### config.mk
export PLATFORM = sky130hd
export DESIGN_NAME = mem_bus_arbiter_flat
export DESIGN_NICKNAME = d
export VERILOG_FILES = /design/src/rtl/mem_bus_arbiter_pkg.sv /design/src/rtl/mem_bus_arbiter_if.sv /design/src/rtl/mem_bus_arbiter_addr_decoder.sv /design/src/rtl/mem_bus_arbiter.sv /design/src/flat_wrapper.sv
export SDC_FILE = /design/constraint.sdc
export NUM_CORES = 1
export LEC_CHECK = 0
export ABC_AREA = 0
export CAP_MARGIN = 20
export CORE_MARGIN = 5
export CORE_UTILIZATION = 45
export DETAILED_ROUTE_END_ITERATION = 10
export GPL_TIMING_DRIVEN = 0
export PLACE_DENSITY_LB_ADDON = 0.05
export SLEW_MARGIN = 20
export SYNTH_ARGS = -nofsm -noshare
export SYNTH_HDL_FRONTEND = slang
export SYNTH_SLANG_ARGS = --single-unit
### constraint.sdc
create_clock -name i_clk -period 3 [get_ports i_clk]
set_clock_uncertainty 0.1 [all_clocks]
set_input_delay 0.3 -clock i_clk [delete_from_list [all_inputs] [get_ports i_clk]]
set_output_delay 0.3 -clock i_clk [all_outputs]
set_load 0.005 [all_outputs]
### src/rtl/mem_bus_arbiter_pkg.sv
// Shared types and default geometry for the memory-bus arbiter and its address decoder.
// Pure declarations: no latency, no backpressure.
package mem_bus_arbiter_pkg;

    localparam int          DEF_ADDR_WIDTH = 16;
    localparam int          DEF_DATA_WIDTH = 8;
    localparam logic [15:0] DEF_RAM_SIZE   = 16'h1000;
    localparam logic [15:0] DEF_MMIO_BASE  = 16'hE000;
    localparam logic [15:0] DEF_ROM_BASE   = 16'hF000;
    localparam int          DEF_HOLD_MAX   = 4;

    typedef enum logic [1:0] {
        BUS_IDLE,
        BUS_ACCESS,
        BUS_RESP
    } bus_state_t;

    typedef enum logic [1:0] {
        REG_RAM,
        REG_MMIO,
        REG_ROM,
        REG_NONE
    } mem_region_t;

endpackage

### src/rtl/mem_bus_arbiter_if.sv
// Requester, memory-side and status signals of the shared bus; master = arbiter view.
// No logic: latency and backpressure are defined by the arbiter (req held until ack).
interface mem_bus_arbiter_if
    import mem_bus_arbiter_pkg::*;
#(
    parameter int ADDR_WIDTH = DEF_ADDR_WIDTH,
    parameter int DATA_WIDTH = DEF_DATA_WIDTH
);
    logic                  cpu_req;
    logic                  cpu_we;
    logic [ADDR_WIDTH-1:0] cpu_addr;
    logic [DATA_WIDTH-1:0] cpu_wdata;
    logic [DATA_WIDTH-1:0] cpu_rdata;
    logic                  cpu_ack;

    logic                  ldr_req;
    logic                  ldr_we;
    logic [ADDR_WIDTH-1:0] ldr_addr;
    logic [DATA_WIDTH-1:0] ldr_wdata;
    logic [DATA_WIDTH-1:0] ldr_rdata;
    logic                  ldr_ack;
    logic                  ldr_hold;

    logic [ADDR_WIDTH-1:0] mem_addr;
    logic [DATA_WIDTH-1:0] mem_wdata;
    logic                  mem_we;
    logic                  ram_ce;
    logic                  rom_ce;
    logic                  mmio_ce;
    logic [DATA_WIDTH-1:0] ram_rdata;
    logic [DATA_WIDTH-1:0] rom_rdata;
    logic [DATA_WIDTH-1:0] mmio_rdata;

    logic                  bus_err;
    logic                  grant_owner;

    modport master (
        input  cpu_req, cpu_we, cpu_addr, cpu_wdata,
        input  ldr_req, ldr_we, ldr_addr, ldr_wdata, ldr_hold,
        input  ram_rdata, rom_rdata, mmio_rdata,
        output cpu_rdata, cpu_ack, ldr_rdata, ldr_ack,
        output mem_addr, mem_wdata, mem_we, ram_ce, rom_ce, mmio_ce,
        output bus_err, grant_owner
    );

    modport slave (
        output cpu_req, cpu_we, cpu_addr, cpu_wdata,
        output ldr_req, ldr_we, ldr_addr, ldr_wdata, ldr_hold,
        output ram_rdata, rom_rdata, mmio_rdata,
        input  cpu_rdata, cpu_ack, ldr_rdata, ldr_ack,
        input  mem_addr, mem_wdata, mem_we, ram_ce, rom_ce, mmio_ce,
        input  bus_err, grant_owner
    );

endinterface

### src/rtl/mem_bus_arbiter_addr_decoder.sv
// Maps a bus address to its memory region (RAM / MMIO / ROM / unmapped).
// Purely combinational, zero latency, no backpressure.
module mem_bus_arbiter_addr_decoder
    import mem_bus_arbiter_pkg::*;
#(
    parameter int                    ADDR_WIDTH = DEF_ADDR_WIDTH,
    parameter logic [ADDR_WIDTH-1:0] RAM_SIZE   = DEF_RAM_SIZE,
    parameter logic [ADDR_WIDTH-1:0] MMIO_BASE  = DEF_MMIO_BASE,
    parameter logic [ADDR_WIDTH-1:0] ROM_BASE   = DEF_ROM_BASE
) (
    input  logic [ADDR_WIDTH-1:0] i_addr,
    output mem_region_t           o_region
);

    always_comb begin
        o_region = REG_NONE;
        if (i_addr < RAM_SIZE) begin
            o_region = REG_RAM;
        end else if (i_addr >= ROM_BASE) begin
            o_region = REG_ROM;
        end else if (i_addr >= MMIO_BASE) begin
            o_region = REG_MMIO;
        end
    end

endmodule

### src/rtl/mem_bus_arbiter.sv
// Arbitrates CPU and loader onto RAM/ROM/MMIO: IDLE->ACCESS->RESP, ack 2 cycles after req.
// Round-robin with bounded loader burst lock; requesters hold req until their ack.
module mem_bus_arbiter
    import mem_bus_arbiter_pkg::*;
#(
    parameter int                    ADDR_WIDTH = DEF_ADDR_WIDTH,
    parameter int                    DATA_WIDTH = DEF_DATA_WIDTH,
    parameter logic [ADDR_WIDTH-1:0] RAM_SIZE   = DEF_RAM_SIZE,
    parameter logic [ADDR_WIDTH-1:0] MMIO_BASE  = DEF_MMIO_BASE,
    parameter logic [ADDR_WIDTH-1:0] ROM_BASE   = DEF_ROM_BASE,
    parameter int                    HOLD_MAX   = DEF_HOLD_MAX
) (
    input  logic               i_clk,
    input  logic               i_reset,
    mem_bus_arbiter_if.master  io_bus
);

    localparam int HOLD_W = $clog2(HOLD_MAX + 1);

    bus_state_t            r_state;
    bus_state_t            w_state_nxt;
    logic [HOLD_W-1:0]     r_hold_cnt;
    logic [HOLD_W-1:0]     w_hold_nxt;
    logic                  r_owner;
    logic                  w_grant_ldr;
    logic                  w_any_req;
    logic [ADDR_WIDTH-1:0] r_mem_addr;
    logic [DATA_WIDTH-1:0] r_mem_wdata;
    logic                  r_mem_we;
    logic                  r_bus_err;
    logic [DATA_WIDTH-1:0] r_cpu_rdata;
    logic [DATA_WIDTH-1:0] r_ldr_rdata;
    logic [DATA_WIDTH-1:0] w_resp_data;
    logic                  w_access;
    logic                  w_cpu_ack;
    logic                  w_ldr_ack;
    mem_region_t           w_region;

    mem_bus_arbiter_addr_decoder #(
        .ADDR_WIDTH (ADDR_WIDTH),
        .RAM_SIZE   (RAM_SIZE),
        .MMIO_BASE  (MMIO_BASE),
        .ROM_BASE   (ROM_BASE)
    ) u_addr_decoder (
        .i_addr   (r_mem_addr),
        .o_region (w_region)
    );

    assign w_any_req = io_bus.cpu_req || io_bus.ldr_req;

    always_comb begin
        w_state_nxt = r_state;
        w_hold_nxt  = r_hold_cnt;
        w_grant_ldr = 1'b0;
        case (r_state)
            BUS_IDLE: begin
                if (!io_bus.cpu_req || !io_bus.ldr_hold) begin
                    w_hold_nxt = '0;
                end
                if (io_bus.cpu_req && io_bus.ldr_req) begin
                    if (io_bus.ldr_hold && (r_hold_cnt < HOLD_W'(HOLD_MAX))) begin
                        w_grant_ldr = 1'b1;
                        w_hold_nxt  = r_hold_cnt + HOLD_W'(1);
                    end else if (io_bus.ldr_hold) begin
                        // Lock budget spent: the waiting CPU gets exactly one slot.
                        w_grant_ldr = 1'b0;
                        w_hold_nxt  = '0;
                    end else begin
                        w_grant_ldr = ~r_owner;
                    end
                end else begin
                    w_grant_ldr = io_bus.ldr_req;
                end
                if (w_any_req) begin
                    w_state_nxt = BUS_ACCESS;
                end
            end
            BUS_ACCESS: w_state_nxt = BUS_RESP;
            BUS_RESP:   w_state_nxt = BUS_IDLE;
            default:    w_state_nxt = BUS_IDLE;
        endcase
    end

    assign w_access  = (r_state == BUS_ACCESS);
    assign w_cpu_ack = (r_state == BUS_RESP) && !r_owner;
    assign w_ldr_ack = (r_state == BUS_RESP) &&  r_owner;

    // Write responses and unmapped reads return zero.
    always_comb begin
        w_resp_data = '0;
        if (!r_mem_we) begin
            case (w_region)
                REG_RAM:  w_resp_data = io_bus.ram_rdata;
                REG_MMIO: w_resp_data = io_bus.mmio_rdata;
                REG_ROM:  w_resp_data = io_bus.rom_rdata;
                default:  w_resp_data = '0;
            endcase
        end
    end

    always_ff @(posedge i_clk) begin
        if (!i_reset) begin
            r_state     <= BUS_IDLE;
            r_hold_cnt  <= '0;
            r_owner     <= 1'b1;
            r_mem_addr  <= '0;
            r_mem_wdata <= '0;
            r_mem_we    <= 1'b0;
            r_bus_err   <= 1'b0;
            r_cpu_rdata <= '0;
            r_ldr_rdata <= '0;
        end else begin
            r_state    <= w_state_nxt;
            r_hold_cnt <= w_hold_nxt;
            if ((r_state == BUS_IDLE) && w_any_req) begin
                r_owner     <= w_grant_ldr;
                r_mem_addr  <= w_grant_ldr ? io_bus.ldr_addr  : io_bus.cpu_addr;
                r_mem_wdata <= w_grant_ldr ? io_bus.ldr_wdata : io_bus.cpu_wdata;
                r_mem_we    <= w_grant_ldr ? io_bus.ldr_we    : io_bus.cpu_we;
            end
            if (w_access && ((w_region == REG_NONE) || ((w_region == REG_ROM) && r_mem_we))) begin
                r_bus_err <= 1'b1;
            end
            if (w_cpu_ack) begin
                r_cpu_rdata <= w_resp_data;
            end
            if (w_ldr_ack) begin
                r_ldr_rdata <= w_resp_data;
            end
        end
    end

    assign io_bus.mem_addr    = r_mem_addr;
    assign io_bus.mem_wdata   = r_mem_wdata;
    assign io_bus.ram_ce      = w_access && (w_region == REG_RAM);
    assign io_bus.mmio_ce     = w_access && (w_region == REG_MMIO);
    assign io_bus.rom_ce      = w_access && (w_region == REG_ROM);
    // ROM writes still strobe rom_ce but never mem_we.
    assign io_bus.mem_we      = w_access && r_mem_we && ((w_region == REG_RAM) || (w_region == REG_MMIO));
    assign io_bus.cpu_ack     = w_cpu_ack;
    assign io_bus.ldr_ack     = w_ldr_ack;
    assign io_bus.cpu_rdata   = w_cpu_ack ? w_resp_data : r_cpu_rdata;
    assign io_bus.ldr_rdata   = w_ldr_ack ? w_resp_data : r_ldr_rdata;
    assign io_bus.bus_err     = r_bus_err;
    assign io_bus.grant_owner = r_owner;

endmodule
### src/flat_wrapper.sv
// flat-port wrapper written by rule: the top's interface ports become plain ports
module mem_bus_arbiter_flat import mem_bus_arbiter_pkg::*;
#(
    parameter int                    ADDR_WIDTH = DEF_ADDR_WIDTH,
    parameter int                    DATA_WIDTH = DEF_DATA_WIDTH,
    parameter logic [ADDR_WIDTH-1:0] RAM_SIZE   = DEF_RAM_SIZE,
    parameter logic [ADDR_WIDTH-1:0] MMIO_BASE  = DEF_MMIO_BASE,
    parameter logic [ADDR_WIDTH-1:0] ROM_BASE   = DEF_ROM_BASE,
    parameter int                    HOLD_MAX   = DEF_HOLD_MAX
)
  (i_clk, i_reset, io_bus_cpu_req, io_bus_cpu_we, io_bus_cpu_addr, io_bus_cpu_wdata, io_bus_ldr_req, io_bus_ldr_we, io_bus_ldr_addr, io_bus_ldr_wdata, io_bus_ldr_hold, io_bus_ram_rdata, io_bus_rom_rdata, io_bus_mmio_rdata, io_bus_cpu_rdata, io_bus_cpu_ack, io_bus_ldr_rdata, io_bus_ldr_ack, io_bus_mem_addr, io_bus_mem_wdata, io_bus_mem_we, io_bus_ram_ce, io_bus_rom_ce, io_bus_mmio_ce, io_bus_bus_err, io_bus_grant_owner);
  mem_bus_arbiter_if #(.ADDR_WIDTH(ADDR_WIDTH), .DATA_WIDTH(DATA_WIDTH)) io_bus_i ();
  input  logic i_clk;
  input  logic i_reset;
  input wire logic [$bits(io_bus_i.cpu_req)-1:0] io_bus_cpu_req;
  input wire logic [$bits(io_bus_i.cpu_we)-1:0] io_bus_cpu_we;
  input wire logic [$bits(io_bus_i.cpu_addr)-1:0] io_bus_cpu_addr;
  input wire logic [$bits(io_bus_i.cpu_wdata)-1:0] io_bus_cpu_wdata;
  input wire logic [$bits(io_bus_i.ldr_req)-1:0] io_bus_ldr_req;
  input wire logic [$bits(io_bus_i.ldr_we)-1:0] io_bus_ldr_we;
  input wire logic [$bits(io_bus_i.ldr_addr)-1:0] io_bus_ldr_addr;
  input wire logic [$bits(io_bus_i.ldr_wdata)-1:0] io_bus_ldr_wdata;
  input wire logic [$bits(io_bus_i.ldr_hold)-1:0] io_bus_ldr_hold;
  input wire logic [$bits(io_bus_i.ram_rdata)-1:0] io_bus_ram_rdata;
  input wire logic [$bits(io_bus_i.rom_rdata)-1:0] io_bus_rom_rdata;
  input wire logic [$bits(io_bus_i.mmio_rdata)-1:0] io_bus_mmio_rdata;
  output wire logic [$bits(io_bus_i.cpu_rdata)-1:0] io_bus_cpu_rdata;
  output wire logic [$bits(io_bus_i.cpu_ack)-1:0] io_bus_cpu_ack;
  output wire logic [$bits(io_bus_i.ldr_rdata)-1:0] io_bus_ldr_rdata;
  output wire logic [$bits(io_bus_i.ldr_ack)-1:0] io_bus_ldr_ack;
  output wire logic [$bits(io_bus_i.mem_addr)-1:0] io_bus_mem_addr;
  output wire logic [$bits(io_bus_i.mem_wdata)-1:0] io_bus_mem_wdata;
  output wire logic [$bits(io_bus_i.mem_we)-1:0] io_bus_mem_we;
  output wire logic [$bits(io_bus_i.ram_ce)-1:0] io_bus_ram_ce;
  output wire logic [$bits(io_bus_i.rom_ce)-1:0] io_bus_rom_ce;
  output wire logic [$bits(io_bus_i.mmio_ce)-1:0] io_bus_mmio_ce;
  output wire logic [$bits(io_bus_i.bus_err)-1:0] io_bus_bus_err;
  output wire logic [$bits(io_bus_i.grant_owner)-1:0] io_bus_grant_owner;
  assign io_bus_i.cpu_req = io_bus_cpu_req;
  assign io_bus_i.cpu_we = io_bus_cpu_we;
  assign io_bus_i.cpu_addr = io_bus_cpu_addr;
  assign io_bus_i.cpu_wdata = io_bus_cpu_wdata;
  assign io_bus_i.ldr_req = io_bus_ldr_req;
  assign io_bus_i.ldr_we = io_bus_ldr_we;
  assign io_bus_i.ldr_addr = io_bus_ldr_addr;
  assign io_bus_i.ldr_wdata = io_bus_ldr_wdata;
  assign io_bus_i.ldr_hold = io_bus_ldr_hold;
  assign io_bus_i.ram_rdata = io_bus_ram_rdata;
  assign io_bus_i.rom_rdata = io_bus_rom_rdata;
  assign io_bus_i.mmio_rdata = io_bus_mmio_rdata;
  assign io_bus_cpu_rdata = io_bus_i.cpu_rdata;
  assign io_bus_cpu_ack = io_bus_i.cpu_ack;
  assign io_bus_ldr_rdata = io_bus_i.ldr_rdata;
  assign io_bus_ldr_ack = io_bus_i.ldr_ack;
  assign io_bus_mem_addr = io_bus_i.mem_addr;
  assign io_bus_mem_wdata = io_bus_i.mem_wdata;
  assign io_bus_mem_we = io_bus_i.mem_we;
  assign io_bus_ram_ce = io_bus_i.ram_ce;
  assign io_bus_rom_ce = io_bus_i.rom_ce;
  assign io_bus_mmio_ce = io_bus_i.mmio_ce;
  assign io_bus_bus_err = io_bus_i.bus_err;
  assign io_bus_grant_owner = io_bus_i.grant_owner;
  mem_bus_arbiter #(.ADDR_WIDTH(ADDR_WIDTH), .DATA_WIDTH(DATA_WIDTH), .RAM_SIZE(RAM_SIZE), .MMIO_BASE(MMIO_BASE), .ROM_BASE(ROM_BASE), .HOLD_MAX(HOLD_MAX)) u_core (.i_clk(i_clk), .i_reset(i_reset), .io_bus(io_bus_i));
endmodule
==> results.py, run 1 <==
metrics = {
    "synth": {
        "synth_flop_cell": "dfxtp_1",
        "syn-cell-area_um2": 2814,
        "synth_xor_area_share_pct": 0,
        "seq_area_frac_synth_pct": 34.15,
        "synthAdderAreaFrac_pct": 0.4446,
        "post_synth_num_cell_types": 39,
        "netlist_top_cells_area": "dfxtp_1 (34%), nor3b_1 (11%), nor2_1 (9.9%), o221ai_1 (7.5%), a21oi_1 (5.5%)",
        "synth_warnings": 0,
        "synth_most_common_cell": "nor2_1",
        "syn_inst": 354,
        "synth_commonest_cells": "nor2_1 (74), dfxtp_1 (48), nor3b_1 (40)",
        "synth_compound_area_share_pct": 18.72,
        "synthArstFlopShare_pct": 0,
        "synth_top_area_share_pct": 34.15,
        "synth_mux_area_share_pct": 3.913,
        "synth_simple_gate_area_share_pct": 35.26,
        "synth_seq_cells": 48,
        "syn_avg_cell_area_um2": 7.949,
        "synthesis.nets": 434,
        "synth_top_family_by_area": "simple AND/OR/NAND/NOR gates",
        "synth_area_leader_cell": "dfxtp_1",
        "synth_edf_count": 0,
    },
    "power_and_ir_drop": {
        "ir_drop_v": 0.0002341,
        "p_leak_uw": 0.001537,
        "powerDensity_nw_per_um2": 414.7,
        "p_total_uw": 1761,
    },
    "sta": {
        "fmax_mhz": 353.4,
        "worstMarginPinSlew_ns": 0.6084,
        "setup-tns-final_ns": 0,
        "fin_crit_ns": 2.830,
        "finalHoldViolations": 0,
        "rsz0062_at_grt": "no",
        "finalSetupViolations": 0,
        "fin_crit_sh_pct": 94.33,
        "timing.slew.headroom_pct": 59.26,
        "drv_slew": 0,
    },
    "detailed_routing": {
        "ant_nets": 0,
        "routed_wl_um": 9598,
        "wl_per_cell_um": 17.14,
        "avgViaCountPerCell": 5.641,
        "drtIter0Drc": 132,
        "first_pass_iters": 4,
        "vias": 3159,
        "route.detailed.drc": 0,
    },
    "global_route": {
        "grt_pass1_vias": 3184,
        "grt-ovfl-total": 0,
        "grt_pass1_wl_um": 14840,
        "grtUsageTotal_pct": 23.72,
        "antenna_found_initial": 0,
        "grt_max_degree": 15,
    },
    "worst_setup_path": {
        "r2r_start": "u_core.io_bus.mem_addr[12]$_SDFFE_PN0P_",
        "cp.arrival_ns": 2.43,
        "start_kind": "flip-flop",
        "slowest_stage": "clkdlybuf4s50_1",
        "worst_path_largest_cell_delay_ns": 0.53,
        "worstPathRequired_ns": 2.60,
        "cp-startpoint": "u_core.io_bus.mem_addr[12]$_SDFFE_PN0P_",
        "crit_fanout": 9,
        "path_cells": "buf_6, nor4_4, a32oi_1, and2_1, nor2_1, clkdlybuf4s50_1",
        "critPathCaptureType": "primary output",
        "worstSetupPathType": "reg -> out",
    },
    "min_path": {
        "hold_class": "in -> reg",
        "hold_start": "i_reset",
    },
    "cts": {
        "clock_latency_ns": 0.30,
        "cts_made_buffers": 5,
        "cts_buffer_depth": 2,
        "path_clk_slew_ns": 0.09,
        "post_cts_resized": 0,
        "htree_levels": 2,
        "hold_buffers": 0,
        "root_buffer": "clkbuf_8",
        "clkSinkCount": 48,
        "postCtsSetupBuffers": 0,
        "cts_tree": "done",
    },
    "floorplanning": {
        "die_w_um": 89.08,
        "initial_core_util_pct": 46.97,
        "ioPinCount": 127,
        "design.core.area_um2": 5991,
        "die_h_um": 89.08,
        "die_area_um2": 7934,
        "rows": 28,
    },
    "layout": {
        "fin_cells": 560,
        "diodes": 0,
        "area_delta_synth_final_pct": 50.91,
        "fin_nets": 564,
        "fillCellCount": 502,
        "ff_latch_area_um2": 960.9,
        "multi_input_area_um2": 1642,
        "final_layout_size_suffix_gt1_share_pct": 7.423,
        "finalCoreUtilization_pct": 70.89,
    },
    "run_status": {
        "status": "finished clean",
    },
    "flow_run": {
        "drv_cap": 0,
    },
    "placement": {
        "io_buffers": 123,
        "place_hpwl_um": 7195,
        "gp_congestion": 0.8899,
        "dp.cells": 552,
    },
}
## kinds of logic after synthesis
family | after synthesis
AO/OA/AOI/OAI | 76
AND/OR/NAND/NOR | 178
flip-flops | 48
buffers and inverters | 41
adder cells (fa/ha/maj) | 1
multiplexers | 10
## power breakdown
| part | switching [uW] | leakage, uW | internal (uW) |
|---|---|---|---|
| clock | 220 | 0.0000552 | 248 |
| sequential | 39.3 | 0.000395 | 692 |
| combinational | 255 | 0.00109 | 308 |
| total | 514 | 0.00154 | 1250 |
## sequential cells by signal (all words and copies together) (netlist names)
signal                     cells
u_core.io_bus.mem_addr        16
u_core.io_bus.mem_wdata        8
u_core.r_cpu_rdata             8
u_core.r_ldr_rdata             8
u_core.r_hold_cnt              3
u_core.r_state                 2
u_core.io_bus.bus_err          1
u_core.io_bus.grant_owner      1
u_core.r_mem_we                1
## path summary, 6_finish.rpt
| check | slack, ns | cells after the start | endpoint |
|---|---|---|---|
| worst max-delay path | 0.17 | 6 | io_bus_ldr_rdata[0] |
| worst max register to register | 1.12 | 6 | u_core.r_cpu_rdata[5]$_SDFF_PN0_ |
| worst min-delay path | 0.19 | 3 | u_core.io_bus.mem_addr[14]$_SDFFE_PN0P_ |
| worst min register to register | 0.39 | 2 | u_core.r_ldr_rdata[6]$_SDFF_PN0_ |
## cell usage in the layout (no fill, tap or decap), drive strengths merged, types with 3 or more instances in the layout
cell and n:
buf 12, o221ai 24, inv 8, nor2 75, clkdlybuf4s50 123, a211oi 5, nand2 3, a32oi 8
nor3 32, mux2 8, nor3b 41, clkbuf 26, and2 16, a21oi 31, dfxtp 48, o21ai 3
## layer usage
metal	up-vias	routed length [um]	track usage, %	share of wire [%]
met5	-	0	0	0
met4	0	147	8.254	1.5
met3	12	967	5.899	10
met2	151	4740	41.70	49
met1	1454	3742	28.07	39
li1	1542	-	-	-
## layout make-up
| type | count | share of cell area [%] |
|---|---|---|
| clock inverter | 2 | 0.8250 |
| multi-input combinational | 265 | 38.66 |
| timing repair buffer | 123 | 28.99 |
| buffer | 32 | 4.184 |
| clock buffer | 6 | 1.709 |
| tap | 75 | 2.210 |
| sequential | 48 | 22.63 |
| inverter | 9 | 0.7955 |
## critical path: cells and delay by family, from the launching register on
family	cells	cell delay, ns
AOI/OAI and AO/OA	1	0.27
buffers and inverters	2	0.68
DFF	1	0.34
and+or+nand+nor	3	0.83
## stage by stage
stage	hold slack, ns	area, um2	setup slack [ns]
after floorplan	0.3332	2814	1.270
after global placement	0.3665	4139	0.5694
after detailed placement	0.3744	4139	0.5263
after CTS	0.1882	4247	0.1948
after global routing	0.1865	4247	0.04221
final	0.1931	4247	0.1702
No activity file was read; power rests on OpenSTA's default activity.
==> inputs of run 2 (changes only) <==
--- a/constraint.sdc
+++ b/constraint.sdc
@@ -3,3 +3,3 @@
 set_input_delay 0.3 -clock i_clk [delete_from_list [all_inputs] [get_ports i_clk]]
 set_output_delay 0.3 -clock i_clk [all_outputs]
-set_load 0.005 [all_outputs]
+set_load 0.01 [all_outputs]
==> results of run 2 <==
The final DEF is identical to that of run 1. Status: finished clean.
Among the figures that moved: setup slack after placement 0.5263 ns -> 0.4915 ns; setup slack after layout 0.1702 ns -> 0.1362 ns; total power 1761 uW -> 1784 uW; worst IR drop on VDD 0.0002341 V -> 0.0002370 V
